### src/rtl/ctrl_pipe_pkg.sv
`default_nettype none
// ============================================================================
// Package  : ctrl_pipe_pkg
// Purpose  : Shared types and constants for the control-word pipeline.
//            - ctrl_t      : decoded control word carried through EX/MEM/WB
//            - CTRL_BUBBLE : all-zero control word used for inserted bubbles
//            - REG_AW_DEF  : default register index width
//            - OP_*        : primary opcodes understood by the decoder
// Revision : 1.0  initial release
// ============================================================================
package ctrl_pipe_pkg;

  localparam int REG_AW_DEF = 5;

  typedef struct packed {
    logic       branch_eq;
    logic       branch_ne;
    logic       jump;
    logic [1:0] alu_op;
    logic       mem_read;
    logic       mem_write;
    logic       mem_to_reg;
    logic       reg_dst;
    logic       reg_write;
    logic       alu_src;
  } ctrl_t;

  localparam ctrl_t CTRL_BUBBLE = '0;

  localparam logic [5:0] OP_RTYPE = 6'b000000;
  localparam logic [5:0] OP_J     = 6'b000010;
  localparam logic [5:0] OP_BEQ   = 6'b000100;
  localparam logic [5:0] OP_BNE   = 6'b000101;
  localparam logic [5:0] OP_ADDI  = 6'b001000;
  localparam logic [5:0] OP_LW    = 6'b100011;
  localparam logic [5:0] OP_SW    = 6'b101011;

endpackage
`default_nettype wire

### src/rtl/ctrl_hazard_detect.sv
`default_nettype none
// ============================================================================
// Module   : ctrl_hazard_detect
// Purpose  : Combinational hazard and control-transfer resolution for the
//            instruction in EX against the instruction waiting in ID.
// Ports    :
//   ex_valid_i      EX stage holds a real instruction
//   ex_mem_read_i   EX instruction is a load
//   ex_branch_eq_i  EX instruction is beq
//   ex_branch_ne_i  EX instruction is bne
//   ex_jump_i       EX instruction is a jump
//   ex_rt_i         EX instruction rt field (load destination)
//   ex_zero_i       ALU zero flag for the EX instruction
//   id_valid_i      ID stage holds a real instruction
//   id_rs_i/id_rt_i ID instruction source register fields
//   load_use_o      ID instruction needs the load result currently in EX
//   branch_taken_o  conditional branch in EX is taken
//   jump_taken_o    jump in EX
//   flush_o         squash the ID instruction (taken branch or jump)
// Revision : 1.0  initial release
// ============================================================================
module ctrl_hazard_detect
  import ctrl_pipe_pkg::*;
#(
  parameter int REG_AW = REG_AW_DEF
) (
  input  logic              ex_valid_i,
  input  logic              ex_mem_read_i,
  input  logic              ex_branch_eq_i,
  input  logic              ex_branch_ne_i,
  input  logic              ex_jump_i,
  input  logic [REG_AW-1:0] ex_rt_i,
  input  logic              ex_zero_i,
  input  logic              id_valid_i,
  input  logic [REG_AW-1:0] id_rs_i,
  input  logic [REG_AW-1:0] id_rt_i,
  output logic              load_use_o,
  output logic              branch_taken_o,
  output logic              jump_taken_o,
  output logic              flush_o
);

  logic w_rt_match;

  // Register 0 is hardwired, so a load into r0 never creates a dependency.
  assign w_rt_match     = (ex_rt_i != '0) &&
                          ((ex_rt_i == id_rs_i) || (ex_rt_i == id_rt_i));

  assign load_use_o     = ex_valid_i & ex_mem_read_i & id_valid_i & w_rt_match;

  assign branch_taken_o = ex_valid_i & ((ex_branch_eq_i &  ex_zero_i) |
                                        (ex_branch_ne_i & ~ex_zero_i));
  assign jump_taken_o   = ex_valid_i & ex_jump_i;
  assign flush_o        = branch_taken_o | jump_taken_o;

endmodule
`default_nettype wire

### src/rtl/ctrl_pipe.sv
`default_nettype none
// ============================================================================
// Module   : ctrl_pipe
// Purpose  : Carries decoded control bits and register indices through the
//            ID/EX, EX/MEM and MEM/WB pipeline registers, inserts bubbles on
//            load-use hazards and on taken branches/jumps, and counts them.
// Ports    :
//   clk, rst_n                 clock (rising edge), async active-low reset
//   id_*                       decoded control word and register fields in ID
//   ex_zero                    ALU zero flag for the instruction in EX
//   hold_if_id                 freeze PC and IF/ID this cycle (combinational)
//   pc_src_branch/pc_src_jump  redirect PC (combinational)
//   ex_*, mem_*, wb_*          per-stage controls, zero when stage invalid
//   bubble_cnt                 saturating count of inserted bubbles
// Revision : 1.0  initial release
// ============================================================================
module ctrl_pipe
  import ctrl_pipe_pkg::*;
#(
  parameter int REG_AW = REG_AW_DEF,
  parameter int CNT_W  = 16
) (
  input  logic              clk,
  input  logic              rst_n,
  input  logic              id_valid,
  input  logic              id_branch_eq,
  input  logic              id_branch_ne,
  input  logic              id_jump,
  input  logic [1:0]        id_alu_op,
  input  logic              id_mem_read,
  input  logic              id_mem_write,
  input  logic              id_mem_to_reg,
  input  logic              id_reg_dst,
  input  logic              id_reg_write,
  input  logic              id_alu_src,
  input  logic [REG_AW-1:0] id_rs,
  input  logic [REG_AW-1:0] id_rt,
  input  logic [REG_AW-1:0] id_rd,
  input  logic              ex_zero,
  output logic              hold_if_id,
  output logic              pc_src_branch,
  output logic              pc_src_jump,
  output logic [1:0]        ex_alu_op,
  output logic              ex_alu_src,
  output logic              ex_reg_dst,
  output logic [REG_AW-1:0] ex_rt,
  output logic [REG_AW-1:0] ex_rd,
  output logic              mem_mem_read,
  output logic              mem_mem_write,
  output logic [REG_AW-1:0] mem_dest,
  output logic              wb_reg_write,
  output logic              wb_mem_to_reg,
  output logic [REG_AW-1:0] wb_dest,
  output logic [CNT_W-1:0]  bubble_cnt
);

  localparam logic [CNT_W-1:0] CNT_MAX = '1;

  // ID/EX
  logic              idex_valid_q, idex_valid_d;
  ctrl_t             idex_ctrl_q,  idex_ctrl_d;
  logic [REG_AW-1:0] idex_rt_q,    idex_rt_d;
  logic [REG_AW-1:0] idex_rd_q,    idex_rd_d;
  // EX/MEM
  logic              exmem_valid_q;
  logic              exmem_mem_read_q;
  logic              exmem_mem_write_q;
  logic              exmem_mem_to_reg_q;
  logic              exmem_reg_write_q;
  logic [REG_AW-1:0] exmem_dest_q, exmem_dest_d;
  // MEM/WB
  logic              memwb_valid_q;
  logic              memwb_mem_to_reg_q;
  logic              memwb_reg_write_q;
  logic [REG_AW-1:0] memwb_dest_q, memwb_dest_d;
  // Event counter
  logic [CNT_W-1:0]  cnt_q, cnt_d;

  ctrl_t             w_id_ctrl;
  logic [REG_AW-1:0] w_ex_dest;
  logic              w_load_use;
  logic              w_branch_taken;
  logic              w_jump_taken;
  logic              w_flush;
  logic              w_count_evt;

  assign w_id_ctrl = '{
    branch_eq:  id_branch_eq,
    branch_ne:  id_branch_ne,
    jump:       id_jump,
    alu_op:     id_alu_op,
    mem_read:   id_mem_read,
    mem_write:  id_mem_write,
    mem_to_reg: id_mem_to_reg,
    reg_dst:    id_reg_dst,
    reg_write:  id_reg_write,
    alu_src:    id_alu_src
  };

  ctrl_hazard_detect #(
    .REG_AW (REG_AW)
  ) u_hazard (
    .ex_valid_i     (idex_valid_q),
    .ex_mem_read_i  (idex_ctrl_q.mem_read),
    .ex_branch_eq_i (idex_ctrl_q.branch_eq),
    .ex_branch_ne_i (idex_ctrl_q.branch_ne),
    .ex_jump_i      (idex_ctrl_q.jump),
    .ex_rt_i        (idex_rt_q),
    .ex_zero_i      (ex_zero),
    .id_valid_i     (id_valid),
    .id_rs_i        (id_rs),
    .id_rt_i        (id_rt),
    .load_use_o     (w_load_use),
    .branch_taken_o (w_branch_taken),
    .jump_taken_o   (w_jump_taken),
    .flush_o        (w_flush)
  );

  // A flush takes priority: the ID word is wrong-path, so it must not be held.
  assign hold_if_id    = w_load_use & ~w_flush;
  assign pc_src_branch = w_branch_taken;
  assign pc_src_jump   = w_jump_taken;

  // ID/EX next state. Register fields only move with a real instruction so
  // that an invalid stage keeps showing the last indices it carried.
  always_comb begin
    idex_valid_d = id_valid;
    idex_ctrl_d  = w_id_ctrl;
    idex_rt_d    = idex_rt_q;
    idex_rd_d    = idex_rd_q;
    if (w_flush || w_load_use) begin
      idex_valid_d = 1'b0;
      idex_ctrl_d  = CTRL_BUBBLE;
    end else if (id_valid) begin
      idex_rt_d = id_rt;
      idex_rd_d = id_rd;
    end
  end

  assign w_ex_dest    = idex_ctrl_q.reg_dst ? idex_rd_q : idex_rt_q;
  assign exmem_dest_d = idex_valid_q  ? w_ex_dest    : exmem_dest_q;
  assign memwb_dest_d = exmem_valid_q ? exmem_dest_q : memwb_dest_q;

  // load_use already implies id_valid; a cycle with both causes counts once.
  assign w_count_evt = w_load_use | (w_flush & id_valid);

  always_comb begin
    cnt_d = cnt_q;
    if (w_count_evt && (cnt_q != CNT_MAX)) begin
      cnt_d = cnt_q + CNT_W'(1);
    end
  end

  always_ff @(posedge clk or negedge rst_n) begin
    if (!rst_n) begin
      idex_valid_q       <= 1'b0;
      idex_ctrl_q        <= CTRL_BUBBLE;
      idex_rt_q          <= '0;
      idex_rd_q          <= '0;
      exmem_valid_q      <= 1'b0;
      exmem_mem_read_q   <= 1'b0;
      exmem_mem_write_q  <= 1'b0;
      exmem_mem_to_reg_q <= 1'b0;
      exmem_reg_write_q  <= 1'b0;
      exmem_dest_q       <= '0;
      memwb_valid_q      <= 1'b0;
      memwb_mem_to_reg_q <= 1'b0;
      memwb_reg_write_q  <= 1'b0;
      memwb_dest_q       <= '0;
      cnt_q              <= '0;
    end else begin
      idex_valid_q       <= idex_valid_d;
      idex_ctrl_q        <= idex_ctrl_d;
      idex_rt_q          <= idex_rt_d;
      idex_rd_q          <= idex_rd_d;
      exmem_valid_q      <= idex_valid_q;
      exmem_mem_read_q   <= idex_ctrl_q.mem_read;
      exmem_mem_write_q  <= idex_ctrl_q.mem_write;
      exmem_mem_to_reg_q <= idex_ctrl_q.mem_to_reg;
      exmem_reg_write_q  <= idex_ctrl_q.reg_write;
      exmem_dest_q       <= exmem_dest_d;
      memwb_valid_q      <= exmem_valid_q;
      memwb_mem_to_reg_q <= exmem_mem_to_reg_q;
      memwb_reg_write_q  <= exmem_reg_write_q;
      memwb_dest_q       <= memwb_dest_d;
      cnt_q              <= cnt_d;
    end
  end

  // Stage outputs are qualified by the stage valid bit.
  assign ex_alu_op     = idex_valid_q ? idex_ctrl_q.alu_op : 2'b00;
  assign ex_alu_src    = idex_valid_q & idex_ctrl_q.alu_src;
  assign ex_reg_dst    = idex_valid_q & idex_ctrl_q.reg_dst;
  assign ex_rt         = idex_rt_q;
  assign ex_rd         = idex_rd_q;

  assign mem_mem_read  = exmem_valid_q & exmem_mem_read_q;
  assign mem_mem_write = exmem_valid_q & exmem_mem_write_q;
  assign mem_dest      = exmem_dest_q;

  // r0 is never written.
  assign wb_reg_write  = memwb_valid_q & memwb_reg_write_q & (memwb_dest_q != '0);
  assign wb_mem_to_reg = memwb_valid_q & memwb_mem_to_reg_q;
  assign wb_dest       = memwb_dest_q;

  assign bubble_cnt    = cnt_q;

endmodule
`default_nettype wire

### config.mk
export PLATFORM = sky130hd
export DESIGN_NAME = ctrl_pipe
export DESIGN_NICKNAME = d
export VERILOG_FILES = /design/src/rtl/ctrl_pipe_pkg.sv /design/src/rtl/ctrl_hazard_detect.sv /design/src/rtl/ctrl_pipe.sv
export SDC_FILE = /design/constraint.sdc
export NUM_CORES = 1
export LEC_CHECK = 0
export CAP_MARGIN = 25
export CORE_MARGIN = 2
export CORE_UTILIZATION = 25
export DETAILED_ROUTE_END_ITERATION = 10
export GPL_TIMING_DRIVEN = 0
export SLEW_MARGIN = 25
export SYNTH_ARGS = -nofsm -noshare
export SYNTH_HDL_FRONTEND = slang
export SYNTH_SLANG_ARGS = --single-unit
### constraint.sdc
create_clock -name clk -period 2.62 [get_ports clk]
set_clock_uncertainty 0.2 [all_clocks]
set_input_delay 0.524 -clock clk [delete_from_list [all_inputs] [get_ports clk]]
set_output_delay 0.524 -clock clk [all_outputs]
set_load 0.01 [all_outputs]
Word-level counts from Yosys, hierarchy flattened
Cells that the tools add are included.
{"block": "op_classes", "add_sub_neg": 1, "mul": 0, "div": 0, "order_cmp": 0, "n_eq_ne": 3, "shift": 0, "muxes": 4, "bitwise_logic": 22, "reduce_logical": 7}
{"op": "$add A16 B1 Y16 const B", "count": 1}
{"op": "$and A1 B1 Y1", "count": 16}
{"op": "$ne A16 B16 Y1 const B", "count": 1}
{"op": "$mux W11", "count": 1}
{"op": "$eq A5 B5 Y1", "count": 2}
{"op": "$reduce_bool A5 Y1", "count": 2}
{"op": "$mux W5", "count": 1}
{"op": "$not A1 Y1", "count": 3}
{"op": "$or A1 B1 Y1", "count": 3}
{"op": "$logic_and A1 B1 Y1", "count": 2}
{"op": "$logic_or A1 B1 Y1", "count": 2}
{"op": "$mux W2", "count": 1}
{"op": "$reduce_and A2 Y1", "count": 1}
{"op": "$mux W1", "count": 1}
{"block": "word_totals", "register_bits": 56, "latch_bits": 0, "ram_bits": 0, "romBits": 0, "in_bits": 30, "output_inout_bits": 47, "wordCells": 61, "memories": 0}

Logic depth before layout (Yosys ltp)
{"block": "depth", "depth_word": 8, "ltp_mapped": 7, "depth_no_buf": 6}

Modules after synthesis
A second synthesis with hierarchy kept.
{"block": "hier_totals", "cells_unflattened": 188, "area_unflattened_um2": 2381.0}
{"module": "ctrl_pipe", "n_inst": 1, "cells_per_inst": 167, "area_per_inst_um2": 2223.4, "seq_area_each_um2": 1401.3}
{"module": "ctrl_hazard_detect", "n_inst": 1, "cells_per_inst": 21, "area_per_inst_um2": 157.7, "seq_area_each_um2": 0.0}

Least setup slack after synthesis
No wires, ideal clock.
{"block": "synth_path", "path_kind": "register -> register", "from": "reg idex_rt_q[0], in the netlist ex_rt[0]", "to": "reg idex_rd_q[1], in the netlist ex_rd[1]", "setup_time_ns": 0.125, "arrival_ns": 1.861, "required_ns": 2.295, "path_slack_ns": 0.433, "path_stages_with_launch": 7, "path_buffers": 1, "synth_period_minus_slack_ns": 2.187, "cell_sequence": "dfrtp_1 -> or4_1 -> o2111ai_2 -> o21ba_2 -> nand2_2 -> buf_6 -> mux2_4"}
{"block": "synth_via", "elab_chain_cells": 7, "elab_cells_between_ends": 9, "cone_classes": "eq/ne: 2; bitwise: 2; reduce/logical: 5"}
{"element": "start: declaration", "line": "ctrl_pipe.sv:62", "rtl": "logic [REG_AW-1:0] idex_rt_q, idex_rt_d;"}
{"element": "start signal: assignment", "line": "ctrl_pipe.sv:174", "rtl": "idex_rt_q <= idex_rt_d;"}
{"element": "$eq A5 B5 Y1", "line": "ctrl_hazard_detect.sv:47", "rtl": "((ex_rt_i == id_rs_i) || (ex_rt_i == id_rt_i));"}
{"element": "$logic_or A1 B1 Y1", "line": "ctrl_hazard_detect.sv:47"}
{"element": "$logic_and A1 B1 Y1 *", "line": "ctrl_hazard_detect.sv:46", "rtl": "assign w_rt_match = (ex_rt_i != '0) &&"}
{"element": "$and A1 B1 Y1 *", "line": "ctrl_hazard_detect.sv:49", "rtl": "assign load_use_o = ex_valid_i & ex_mem_read_i & id_valid_i & w_rt_match;"}
{"element": "$logic_or A1 B1 Y1 *", "line": "ctrl_pipe.sv:131", "rtl": "if (w_flush || w_load_use) begin"}
{"element": "$not A1 Y1 (no line) *"}
{"element": "$reduce_and A2 Y1 (no line) *"}
{"element": "end signal: assignment", "line": "ctrl_pipe.sv:175", "rtl": "idex_rd_q <= idex_rd_d;"}
{"element": "end: declaration", "line": "ctrl_pipe.sv:63", "rtl": "logic [REG_AW-1:0] idex_rd_q, idex_rd_d;"}
Mark *: on every way between the ends. The rest lies on a longest branch, timed or not.
A chain may end at the register's enable or synchronous reset.

Worst setup path after layout
{"block": "layout_path", "from": "reg idex_rt_q[0], in the netlist ex_rt[0]", "to": "out hold_if_id"}
{"block": "layout_via", "elab_chain_cells": 5, "elab_cells_between_ends": 7, "cone_classes": "eq/ne: 2; bitwise: 2; reduce/logical: 3"}
{"element": "$eq A5 B5 Y1", "line": "ctrl_hazard_detect.sv:47"}
{"element": "$logic_or A1 B1 Y1", "line": "ctrl_hazard_detect.sv:47"}
{"element": "$logic_and A1 B1 Y1 *", "line": "ctrl_hazard_detect.sv:46"}
{"element": "$and A1 B1 Y1 *", "line": "ctrl_hazard_detect.sv:49"}
{"element": "$and A1 B1 Y1 *", "line": "ctrl_pipe.sv:120", "rtl": "assign hold_if_id = w_load_use & ~w_flush;"}
{"element": "end: declaration", "line": "ctrl_pipe.sv:40", "rtl": "output logic hold_if_id,"}
Marks and branches as above.

==> flow_metrics.tcl <==
set metrics [dict create \
    start_util_pct 26.0 \
    avgViaCountPerCell 4.19 \
    hold_path.class "flip-flop to flip-flop" \
    ys.flop_type "dfrtp_1" \
    worstMarginPinSlew_ns 0.475 \
    whs_endpoint "memwb_reg_write_q$_DFF_PN0_" \
    first_global_vias 1720 \
    drc 0 \
    yosysUniqueCellTypes 35 \
    clock-sinks 56 \
    ys_seq_area_share_pct 57.8 \
    clk_path_buf_depth 2 \
    crit_required_ns 1.90 \
    finalCritPeriodShare_pct 95.9 \
    path_clk_slew_ns 0.10 \
    grt_start_max_net_pins 47 \
    endpoint_kind "output pin" \
    htree_levels 2 \
    crit_arrival_ns 1.79 \
    drtIter0Drc 39 \
    vias 1754 \
    fp.dieArea_sq_um 10500 \
    post-route-min-period_ns 2.51 \
    nNetsFinal 320 \
    place_inst 404 \
    syn2layout_area_growth_pct 46.5 \
    antenna_found_initial 0 \
    core_area_sq_um 9330 \
    r2r_start "ex_rt[0]$_DFFE_PN0P_" \
    synth_top_area_cell "dfrtp_1" \
    power_density_nw_per_um2 658 \
    slowest_delay_ns 0.55 \
    yosys_warnings 0 \
    wirelength_microns 5770 \
    reg2regPathDepth 6 \
    rows 35 \
    synth_common_cells "dfrtp_1, and2_1, xnor2_1" \
    synth.most_common_cell "dfrtp_1" \
    syn_area_per_cell_sq_um 12.2 \
    drive_above_1_share_pct 16.9 \
    cp_slowest_cell "or4_1" \
    dp_hpwl_microns 4350 \
    postSynthCellCount 198 \
    portBuffers 76 \
    synth.top_cell.area_share_pct 57.8 \
    final_max_slew_viol_count 0 \
    worstHoldStart "exmem_reg_write_q$_DFF_PN0_" \
    fmax_mhz 398 \
    grt_usage_pct 11.4 \
    cts_tree "built" \
    p_leak_nw 1.47 \
    synth_nets 229 \
    outcome "finished, final reports clean" \
    clk_latency_ns 0.30 \
    grt_overflow 0 \
    path_cells "or4_1 -> o2111ai_2 -> nor3_2 -> buf_2" \
    cp-startpoint "ex_rt[0]$_DFFE_PN0P_" \
    wl_per_cell_microns 13.8 \
    crit_fanout 5 \
    cts_buffers 5 \
    synth-seq-cells 56 \
    r2r-end "idex_ctrl_q[2]$_DFF_PN0_" \
    r2r_slack_ns 0.18 \
    postLayoutCoreUtil_pct 38.1 \
    die_w_microns 102 \
    maxCapViolCount 0 \
    design_area_sq_um 3550 \
    final_hold_viol_count 0 \
    grt_first_pass_wirelength_microns 9160 \
    async_flop_share_pct 100 \
    pin_count 77 \
    irDropWorstVdd_mv 0.266 \
    place_congestion 0.785 \
    setup_viol 0 \
    dp_slack_ns -0.379 \
    cp-start-kind "flip-flop" \
    first_pass_iters 4 \
    final-instance-count-excl-fill 419 \
    die_h_microns 102 \
    slew_headroom_pct 68.4 \
    syn_area_sq_um 2420 \
    cts_root_buf "clkbuf_8" \
    synth_area_leaders "dfrtp_1, mux2_4, xnor2_1" \
    place_area_sq_um 3370 \
    hold_depth 0 \
    antenna_left 0 \
    postLayoutSetupSlackWorst_ns 0.108 \
    fill_cells 922 \
    synth_edf_count 0 \
    num_antenna_cells 0 \
    crit_type "flip-flop to output pin" \
    rsz0062_at_grt "false" \
]
## metal layers
metal	track usage (%)	wire, microns	up-vias
met5	0	0	-
li1	-	-	860
met2	17.8	2850	41
met4	3.08	51	0
met3	2.19	201	4
met1	16.1	2670	849
## worst max path at each step
stage / endpoint / slack [ns] / cells after the start
floorplan: ex_rd[1]$_DFFE_PN0P_ / 0.43 / 6
global placement: ex_rt[4]$_DFFE_PN0P_ / -0.99 / 1
detailed placement: hold_if_id / -0.38 / 6
CTS: hold_if_id / -0.009 / 4
global route: idex_ctrl_q[3]$_DFF_PN0_ / 0.0006 / 6
finish: hold_if_id / 0.11 / 4
## power by group
group	total, mW	switching [mW]	internal (mW)	leakage (nW)
Combinational	0.708	0.275	0.433	0.744
Clock	0.482	0.292	0.190	0.0404
Sequential	1.15	0.139	1.01	0.686
## repair_timing
item | CTS | global route
hold endpoints to repair | 10 | 0
gates cloned | 0 | 0
hold buffers | 1 | 0
pin swaps | 1 | 3
setup endpoints to repair | 11 | 17
resized for setup | 8 | 10
buffers inserted | 0 | 6
## state kept, by name, indices dropped and copies added (netlist names)
name,cells
exmem_mem_write_q,1
mem_dest,5
idex_valid_q,1
exmem_mem_to_reg_q,1
memwb_reg_write_q,1
ex_rd,5
exmem_mem_read_q,1
bubble_cnt,16
exmem_reg_write_q,1
memwb_valid_q,1
exmem_valid_q,1
memwb_mem_to_reg_q,1
wb_dest,5
idex_ctrl_q,11
ex_rt,5
## layout make-up
type	count	area [sq um]	area share, %
buffer	8	46.3	1.30
inverter	4	15.0	0.423
clock buffer	5	68.8	1.94
tap	129	161	4.55
clock inverter	3	23.8	0.670
multi-input combinational	130	988	27.8
sequential	56	1410	39.6
timing repair buffer	84	841	23.7
## worst max-delay path: cells and delay by family (launching register included)
| family | cells | cell delay [ns] |
|---|---|---|
| AOI/OAI and AO/OA | 1 | 0.28 |
| and+or+nand+nor | 2 | 0.61 |
| buffers and inverters | 1 | 0.15 |
| DFF | 1 | 0.45 |
## cell usage in the layout, fill, tap and decap left out, types with 2 or more instances in the layout
master	instances
xnor2_1	14
mux2_4	9
nor3_2	3
clkdlybuf4s50_1	72
clkbuf_8	5
clkinvlp_4	2
mux2i_1	6
inv_1	4
and3_1	2
nand4_1	5
nand2_1	6
buf_2	2
dfrtp_1	53
dfrtp_2	3
dlymetal6s2s_1	2
clkbuf_1	4
and2_1	18
mux2_2	7
a21oi_1	6
buf_4	8
nand3_1	13
nor3_1	2
nor2_1	13
xor2_1	10
## cell families (layout without fill, tap and decap cells)
logic type | after synthesis | in the layout | synth area share (%)
buffers and inverters | 12 | 104 | 2.37
AO/OA/AOI/OAI | 13 | 13 | 3.87
flip-flops | 56 | 56 | 57.8
multiplexers | 22 | 22 | 11.3
AND/OR/NAND/NOR | 70 | 70 | 15.4
adder cells (fa/ha/maj) | 1 | 1 | 0.516
XOR/XNOR | 24 | 24 | 8.67
## stage by stage
| stage | hold slack (ns) | TNS (ns) | total power [mW] |
|---|---|---|---|
| 2_1_floorplan | 0.0284 | 0 | 1.44 |
| 3_3_place_gp | 0.134 | -59.63 | 1.83 |
| 5_1_grt | 0.170 | 0 | 2.49 |
| 3_5_place_dp | 0.135 | -4.79 | 1.85 |
| 6_report | 0.158 | 0 | 2.34 |
| 4_1_cts | 0.161 | -0.00921 | 2.35 |
Power figures use the tool's default switching activity.
